$ cat src/rtl/rvfi_check_sequencer.sv
// One-shot check strobe generator for single-instruction RVFI checkers: fires when
// target_order retires on CHANNEL_IDX inside [MIN_CYCLES, MAX_CYCLES], tracks predecessor.
module rvfi_check_sequencer #(
    parameter int NRET        = 1,
    parameter int CHANNEL_IDX = 0,
    parameter int MIN_CYCLES  = 10,
    parameter int MAX_CYCLES  = 20,
    parameter int CNT_W       = 8
) (
    input  logic                 clock,
    input  logic                 reset,
    input  logic [NRET-1:0]      rvfi_valid,
    input  logic [64*NRET-1:0]   rvfi_order,
    input  logic                 rvfi_rollback_valid,
    input  logic [63:0]          rvfi_rollback_order,
    input  logic [63:0]          target_order,
    output logic                 check,
    output logic                 pred_ok,
    output logic                 done,
    output logic                 missed,
    output logic                 timeout,
    output logic [2:0]           dbg_state
);

    typedef enum logic [2:0] {
        S_WAIT    = 3'd0,
        S_ARMED   = 3'd1,
        S_DONE    = 3'd2,
        S_MISSED  = 3'd3,
        S_TIMEOUT = 3'd4
    } state_t;

    // With no lower bound the window is open from the first cycle out of reset.
    localparam state_t          RESET_STATE = (MIN_CYCLES == 0) ? S_ARMED : S_WAIT;
    localparam logic [CNT_W-1:0] CNT_SAT    = '1;
    localparam logic [CNT_W-1:0] ARM_AT     = CNT_W'(MIN_CYCLES - 1);
    localparam logic [CNT_W-1:0] LAST_AT    = CNT_W'(MAX_CYCLES);

    state_t           state, state_next;
    logic [CNT_W-1:0] count;
    logic             pred_seen;
    logic             hit;
    logic             pred_now;
    logic             pred_low;
    logic [63:0]      pred_order;

    assign pred_order = target_order - 64'd1;
    assign hit = rvfi_valid[CHANNEL_IDX] &&
                 (rvfi_order[64*CHANNEL_IDX +: 64] == target_order);

    // Only channels below CHANNEL_IDX retire before the target within one cycle.
    always_comb begin
        pred_now = 1'b0;
        pred_low = 1'b0;
        for (int j = 0; j < NRET; j++) begin
            if (rvfi_valid[j] && (rvfi_order[64*j +: 64] == pred_order)) begin
                pred_now = 1'b1;
                if (j < CHANNEL_IDX) pred_low = 1'b1;
            end
        end
        if (target_order == 64'd0) begin
            pred_now = 1'b0;
            pred_low = 1'b0;
        end
    end

    always_comb begin
        state_next = state;
        check      = 1'b0;
        pred_ok    = 1'b0;
        case (state)
            S_WAIT: begin
                if (hit)                  state_next = S_MISSED;
                else if (count == ARM_AT) state_next = S_ARMED;
            end
            S_ARMED: begin
                if (hit) begin
                    check      = 1'b1;
                    pred_ok    = pred_seen || pred_low;
                    state_next = S_DONE;
                end else if (count == LAST_AT) begin
                    state_next = S_TIMEOUT;
                end
            end
            default: ;
        endcase
        if (reset) begin
            check   = 1'b0;
            pred_ok = 1'b0;
        end
    end

    always_ff @(posedge clock) begin
        if (reset) begin
            state     <= RESET_STATE;
            count     <= '0;
            pred_seen <= 1'b0;
        end else begin
            state <= state_next;
            count <= (count == CNT_SAT) ? count : count + 1'b1;
            // A retirement in the same cycle as a rollback comes after it, so it wins.
            if (state == S_WAIT || state == S_ARMED) begin
                if (pred_now)
                    pred_seen <= 1'b1;
                else if (rvfi_rollback_valid && (rvfi_rollback_order <= pred_order))
                    pred_seen <= 1'b0;
            end
        end
    end

    assign done      = (state == S_DONE);
    assign missed    = (state == S_MISSED);
    assign timeout   = (state == S_TIMEOUT);
    assign dbg_state = state;

endmodule

$ cat config.mk
export PLATFORM = sky130hd
export DESIGN_NAME = rvfi_check_sequencer
export DESIGN_NICKNAME = d
export VERILOG_FILES = /design/src/rtl/rvfi_check_sequencer.sv
export SDC_FILE = /design/constraint.sdc
export NUM_CORES = 1
export LEC_CHECK = 0
export CAP_MARGIN = 20
export CORE_MARGIN = 1
export CORE_UTILIZATION = 50
export CTS_CLUSTER_DIAMETER = 50
export DETAILED_ROUTE_END_ITERATION = 10
export DONT_BUFFER_PORTS = 1
export GPL_ROUTABILITY_DRIVEN = 0
export GPL_TIMING_DRIVEN = 0
export SETUP_SLACK_MARGIN = 0.4
export SLEW_MARGIN = 25
export SYNTH_ARGS = -nofsm -noshare
export SYNTH_HDL_FRONTEND = slang
export SYNTH_SLANG_ARGS = --single-unit
$ cat constraint.sdc
create_clock -name clock -period 5.1 [get_ports clock]
set_clock_uncertainty 0.2 [all_clocks]
set_input_delay 0.765 -clock clock [delete_from_list [all_inputs] [get_ports clock]]
set_output_delay 0.765 -clock clock [all_outputs]
set_load 0.005 [all_outputs]
---- Word level (Yosys, flattened, before mapping) ----
Index checks and enable logic that the tools add are counted.
storage, ports and cells
  flip-flop bits (word level) ............. 12
  input port bits ......................... 196
  output and inout port bits .............. 8
  word-level logic and storage cells ...... 42
operators by class
  add/sub/neg operators ................... 2
  $lt $le $gt $ge ......................... 1
  equality and inequality tests ........... 11
  multiplexer cells ....................... 15
  reduce and logical (&&, ||, !) cells .... 10
operators with widths
  cell                   count
  $eq 64x64->1           2
  $le 64x64->1           1
  $logic_not 64->1       1
  $sub 64x1->64 const B  1
  $mux 3                 4
  $mux 1                 10
  $add 8x1->8 const B    1
  $eq 8x4->1 const B     1
  $eq 8x5->1 const B     1
  $eq 8x8->1 const B     1
  $eq 3x2->1 const B     2
  $ne 3x3->1 const B     2
  $pmux 3 s2             1
  $reduce_bool 2->1      2
  $eq 3x1->1 const B     1
  $eq 3x3->1 const B     1
  $logic_and 1x1->1      3
  $logic_not 3->1        1
  $reduce_and 3->1       1
  $reduce_and 2->1       1
  $logic_or 1x1->1       1

---- Logic depth before layout (Yosys ltp) ----
  depth in word-level cells ............... 7
  depth in mapped cells ................... 18
  gate-level depth less buffers ........... 17

---- Worst setup path after synthesis ----
Ideal clock, no wire load.
  path type ............................... input-to-reg
  start ................................... in target_order[4]
  end ..................................... reg pred_seen
  setup time .............................. 0.126 ns
  arrival time ............................ 4.463 ns
  required time ........................... 4.774 ns
  setup slack ............................. 0.310 ns
  stages .................................. 17
  buffers on the path ..................... 1
  cell sequence ........................... buf_4 -> or4_4 -> or4_4 -> nor3b_2 -> nand4_1 -> or4_1 -> xor2_1 -> ha_1 -> a21o_1 -> a21o_1 -> a21oi_1 -> o21ai_0 -> a21o_1 -> nand2_1 -> o211ai_1 -> o21ai_0 -> o31ai_2
between the ends
  word-level cells in the longest chain between the ends .. 7
  elaborated cells on any way between the ends .. 11
  those cells by class .................... add/sub (1); order compare (1); eq/ne (1); mux (3); reduce/logical (5)
RTL lines
  what                                                   RTL line  source
  start: declaration                                     16        input logic [63:0] target_order,
  branches (longest 7 deep; another with $sub 64x1->64)  --
  end signal: assignment                                 97        pred_seen <= 1'b0;
  end signal: assignment                                 104       pred_seen <= 1'b1;
  end signal: assignment                                 106       pred_seen <= 1'b0;
  end: declaration                                       41        logic pred_seen;
Several ways; the timed one is not identified.
A chain may end at the register's enable or synchronous reset.

---- Worst setup path after layout ----
  start ................................... in target_order[3]
  end ..................................... reg pred_seen
The elaborated chain is that of the path after synthesis.

==> metrics.csv <==
stage,metric,value,unit
yosys,synth_ff_type,dfxtp_1,
timing,fin_crit_sh,91.4,%
yosys,synth_xor_area_share,27.3,%
yosys,syn_inst,716,
yosys,syn_area,5230,µm²
power_and_ir_drop,p_per_area,97.4,nW/µm²
critical_path,r2r_start,dbg_state[2],
placed_design,io_buffers,0,
grt,grt_pass1_vias,5531,
clock_tree,clock-sinks,12,
routing,vias_per_cell,6.53,
routing,num_vias,5633,
floorplan,dieArea,10900,µm²
critical_path,r2r_slack,2270,ps
critical_path,startpoint,target_order[3],
status,status,completed,
cells_and_area,layout.nets,994,
yosys,synth_seq_cells,12,
grt,grt_overflow,0,
clock_tree,clockRootBuffer,clkbuf_8,
clock_tree,clkTransAtPathRegs,50,ps
timing,final_hold_viol_count,0,
critical_path,cp-end-kind,register,
yosys,synth_edf_count,0,
power_and_ir_drop,finalPower,0.551,mW
timing,slew_headroom,51.7,%
floorplan,ios,204,
grt,antenna_found_initial,0,
timing,drv_slew,0,
routing,drt_iter0_markers,345,
critical_path,critPathKind,in -> reg,
critical_path,cp.arrival,4590,ps
routing,ant_nets,0,
yosys,yosys.area_share.simple,33.0,%
clock_tree,clkLatencyLatePin,240,ps
hold_path,hp-class,reg -> reg,
routing,drt-total-wl,18800,µm
yosys,synth_compound_area_share,14.4,%
clock_tree,cts_inserted_buffers,3,
timing,tns,0,ps
run,cap_violations,0,
critical_path,crit_cells,17,
yosys,synth_top_area_cell,ha_1,
critical_path,reg2regPathDepth,8,
cells_and_area,drive_gt1_share,7.27,%
routing,firstDrtPassIters,5,
timing,rsz0062_at_grt,true,
timing,setup_viol_count_final,0,
yosys,synth.distinct_cells,62,
placed_design,post-dp-hpwl,16400,µm
critical_path,slowest_stage,or4_4,
clock_tree,clock_tree.buffer_depth,2,
critical_path,cp.buffers_inverters,1,
critical_path,cp-start-kind,input port,
grt,track_usage,33.3,%
yosys,synth_async_sr_flop_share,0,%
clock_tree,holdBufCountCts,0,
cells_and_area,area_delta_synth_final,8.26,%
yosys,synthAdderAreaFrac,16.3,%
power_and_ir_drop,peakVddDrop,0.129,mV
critical_path,critPathMaxFanout,4,
power_and_ir_drop,power.leakage,2.13,nW
yosys,synth.area.mux_share,0.575,%
floorplan,placementRows,36,
placed_design,dp_cells,849,
clock_tree,htree_levels,1,
floorplan,start_util,52.5,%
timing,period_minus_slack,4660,ps
critical_path,critPathCapture,pred_seen,
yosys,synth_area_per_cell,7.30,µm²
grt,grt_max_degree,11,
yosys,synth_area_leaders,"ha_1 16%, xor2_1 15%, xnor2_1 13%",
timing,max_freq,0.214,GHz
grt,grt_pass1_wl,28600,µm
floorplan,coreArea,9950,µm²
yosys,yosysSeqAreaShare,4.60,%
yosys,ys_warn_count,0,
floorplan,die_w,104,µm
critical_path,timing.rr.end,pred_seen,
critical_path,cp_top_family,simple AND/OR/NAND/NOR gates,
cells_and_area,antenna_cells,0,
floorplan,die_h,104,µm
clock_tree,cts_tree,built,
yosys,synth_top_family_by_area,simple AND/OR/NAND/NOR gates,
routing,wire_per_inst,21.8,µm
critical_path,crit_required,5030,ps
cells_and_area,final_cell_count_no_fill,862,
critical_path,critical-path-max-stage-delay,610,ps
routing,drc_errors,0,
timing,tightest_slew,719,ps
yosys,syn-num-nets,980,
critical_path,worstPathCellList,buf_12 > or4_4 > or4_4 > nor3b_4 > nand4_1 > or4_4 > xor2_2 > ha_1 > a21o_1 > a21o_1 > a21oi_1 > o21ai_1 > a21o_1 > nand2_1 > o211ai_1 > o21ai_1 > o31ai_2,
yosys,synth_top_area_share,16.3,%
[sequential cells by signal (all words and copies together) (netlist names)]
signal / cells
count: 8
dbg_state: 3
pred_seen: 1
[worst min-delay path by stage]
| stage | startpoint | slack (ps) | cells after the start | to |
|---|---|---|---|---|
| floorplan | count[5] | 300 | 2 | count[5] |
| global placement | count[6] | 320 | 2 | count[6] |
| detailed placement | count[6] | 330 | 2 | count[6] |
| CTS | count[6] | 340 | 2 | count[6] |
| global route | count[6] | 380 | 2 | count[6] |
| finish | count[6] | 340 | 2 | count[6] |
[placed cells by master (no fill, tap or decap), drive strengths merged, types with 5 or more instances in the layout]
| cell | count |
|---|---|
| clkbuf | 24 |
| nand3 | 21 |
| nor2b | 5 |
| xnor2 | 76 |
| nor2 | 63 |
| buf | 16 |
| o21ai | 22 |
| a21o | 30 |
| nor3 | 36 |
| nand4 | 42 |
| nor4 | 37 |
| dfxtp | 12 |
| nand2 | 44 |
| xor2 | 87 |
| ha | 68 |
| inv | 16 |
| and4 | 5 |
| or4 | 15 |
| or3 | 6 |
| a21oi | 31 |
| and3 | 7 |
| nand2b | 10 |
| nor3b | 7 |
[cell type report]
class | instances | area, µm²
Inverter | 16 | 60.1
Tap cell | 133 | 166
Buffer | 27 | 150
Sequential cell | 12 | 240
Fill cell | 993 | 4300
Clock buffer | 4 | 55.1
Multi-Input combinational cell | 661 | 4920
Timing Repair Buffer | 9 | 67.6
[synthesized netlist by cell type, types with 16 or more instances]
cell	count
xor2_1	87
nand3_1	21
nand4_1	42
clkbuf_1	20
a21o_1	30
o21ai_0	22
nor2_1	63
a21oi_1	31
nor4_1	35
xnor2_1	76
nand2_1	44
nor3_1	35
inv_1	16
ha_1	68
[repair_timing]
item | 4_1_cts | 5_1_grt
endpoints found under the setup margin | 1 | 1
resized for setup | 7 | 16
buffers inserted | 2 | 7
pin swaps | 5 | 15
[metrics by stage]
stage | instance area [µm²] | utilization [%] | worst slack (ps) | hold slack [ps]
after global placement | 5400 | 54.3 | -302 | 318
after detailed placement | 5410 | 54.4 | -306 | 330
after CTS | 5530 | 55.5 | 402 | 339
after floorplan | 5240 | - | 406 | 302
final | 5660 | 56.8 | 437 | 344
after global routing | 5660 | 56.8 | 374 | 378
[power breakdown]
part / total [mW] / leakage, nW / internal (mW) / switching, mW
sequential: 0.0983 / 0.0973 / 0.0959 / 0.00240
combinational: 0.348 / 2.01 / 0.151 / 0.197
clock: 0.104 / 0.0288 / 0.0683 / 0.0361
total: 0.551 / 2.13 / 0.315 / 0.236
[worst min-delay path, stage by stage (launching register included)]
cell     delay [ps]
dfxtp_1         340
nor2_1          110
nor3_1           50
[logic make-up (layout without fill, tap and decap cells)]
kind of cell	after synthesis	count (layout)
AOI/OAI and AO/OA	115	115
and+or+nand+nor	312	312
DFF	12	12
xor gates and xnor gates	163	163
muxes	3	3
buffers and inverters	43	56
adders and majority gates	68	68
[metal layers]
metal  vias up  track usage [%]  routed length (µm)
li1       2663                -                   -
met1      2594             41.9                7750
met2       319             55.9                8540
met3        57             6.64                1780
met4         0             12.1                 721
met5         -                0                   0
Note: power is estimated with default switching activity, not from simulation.
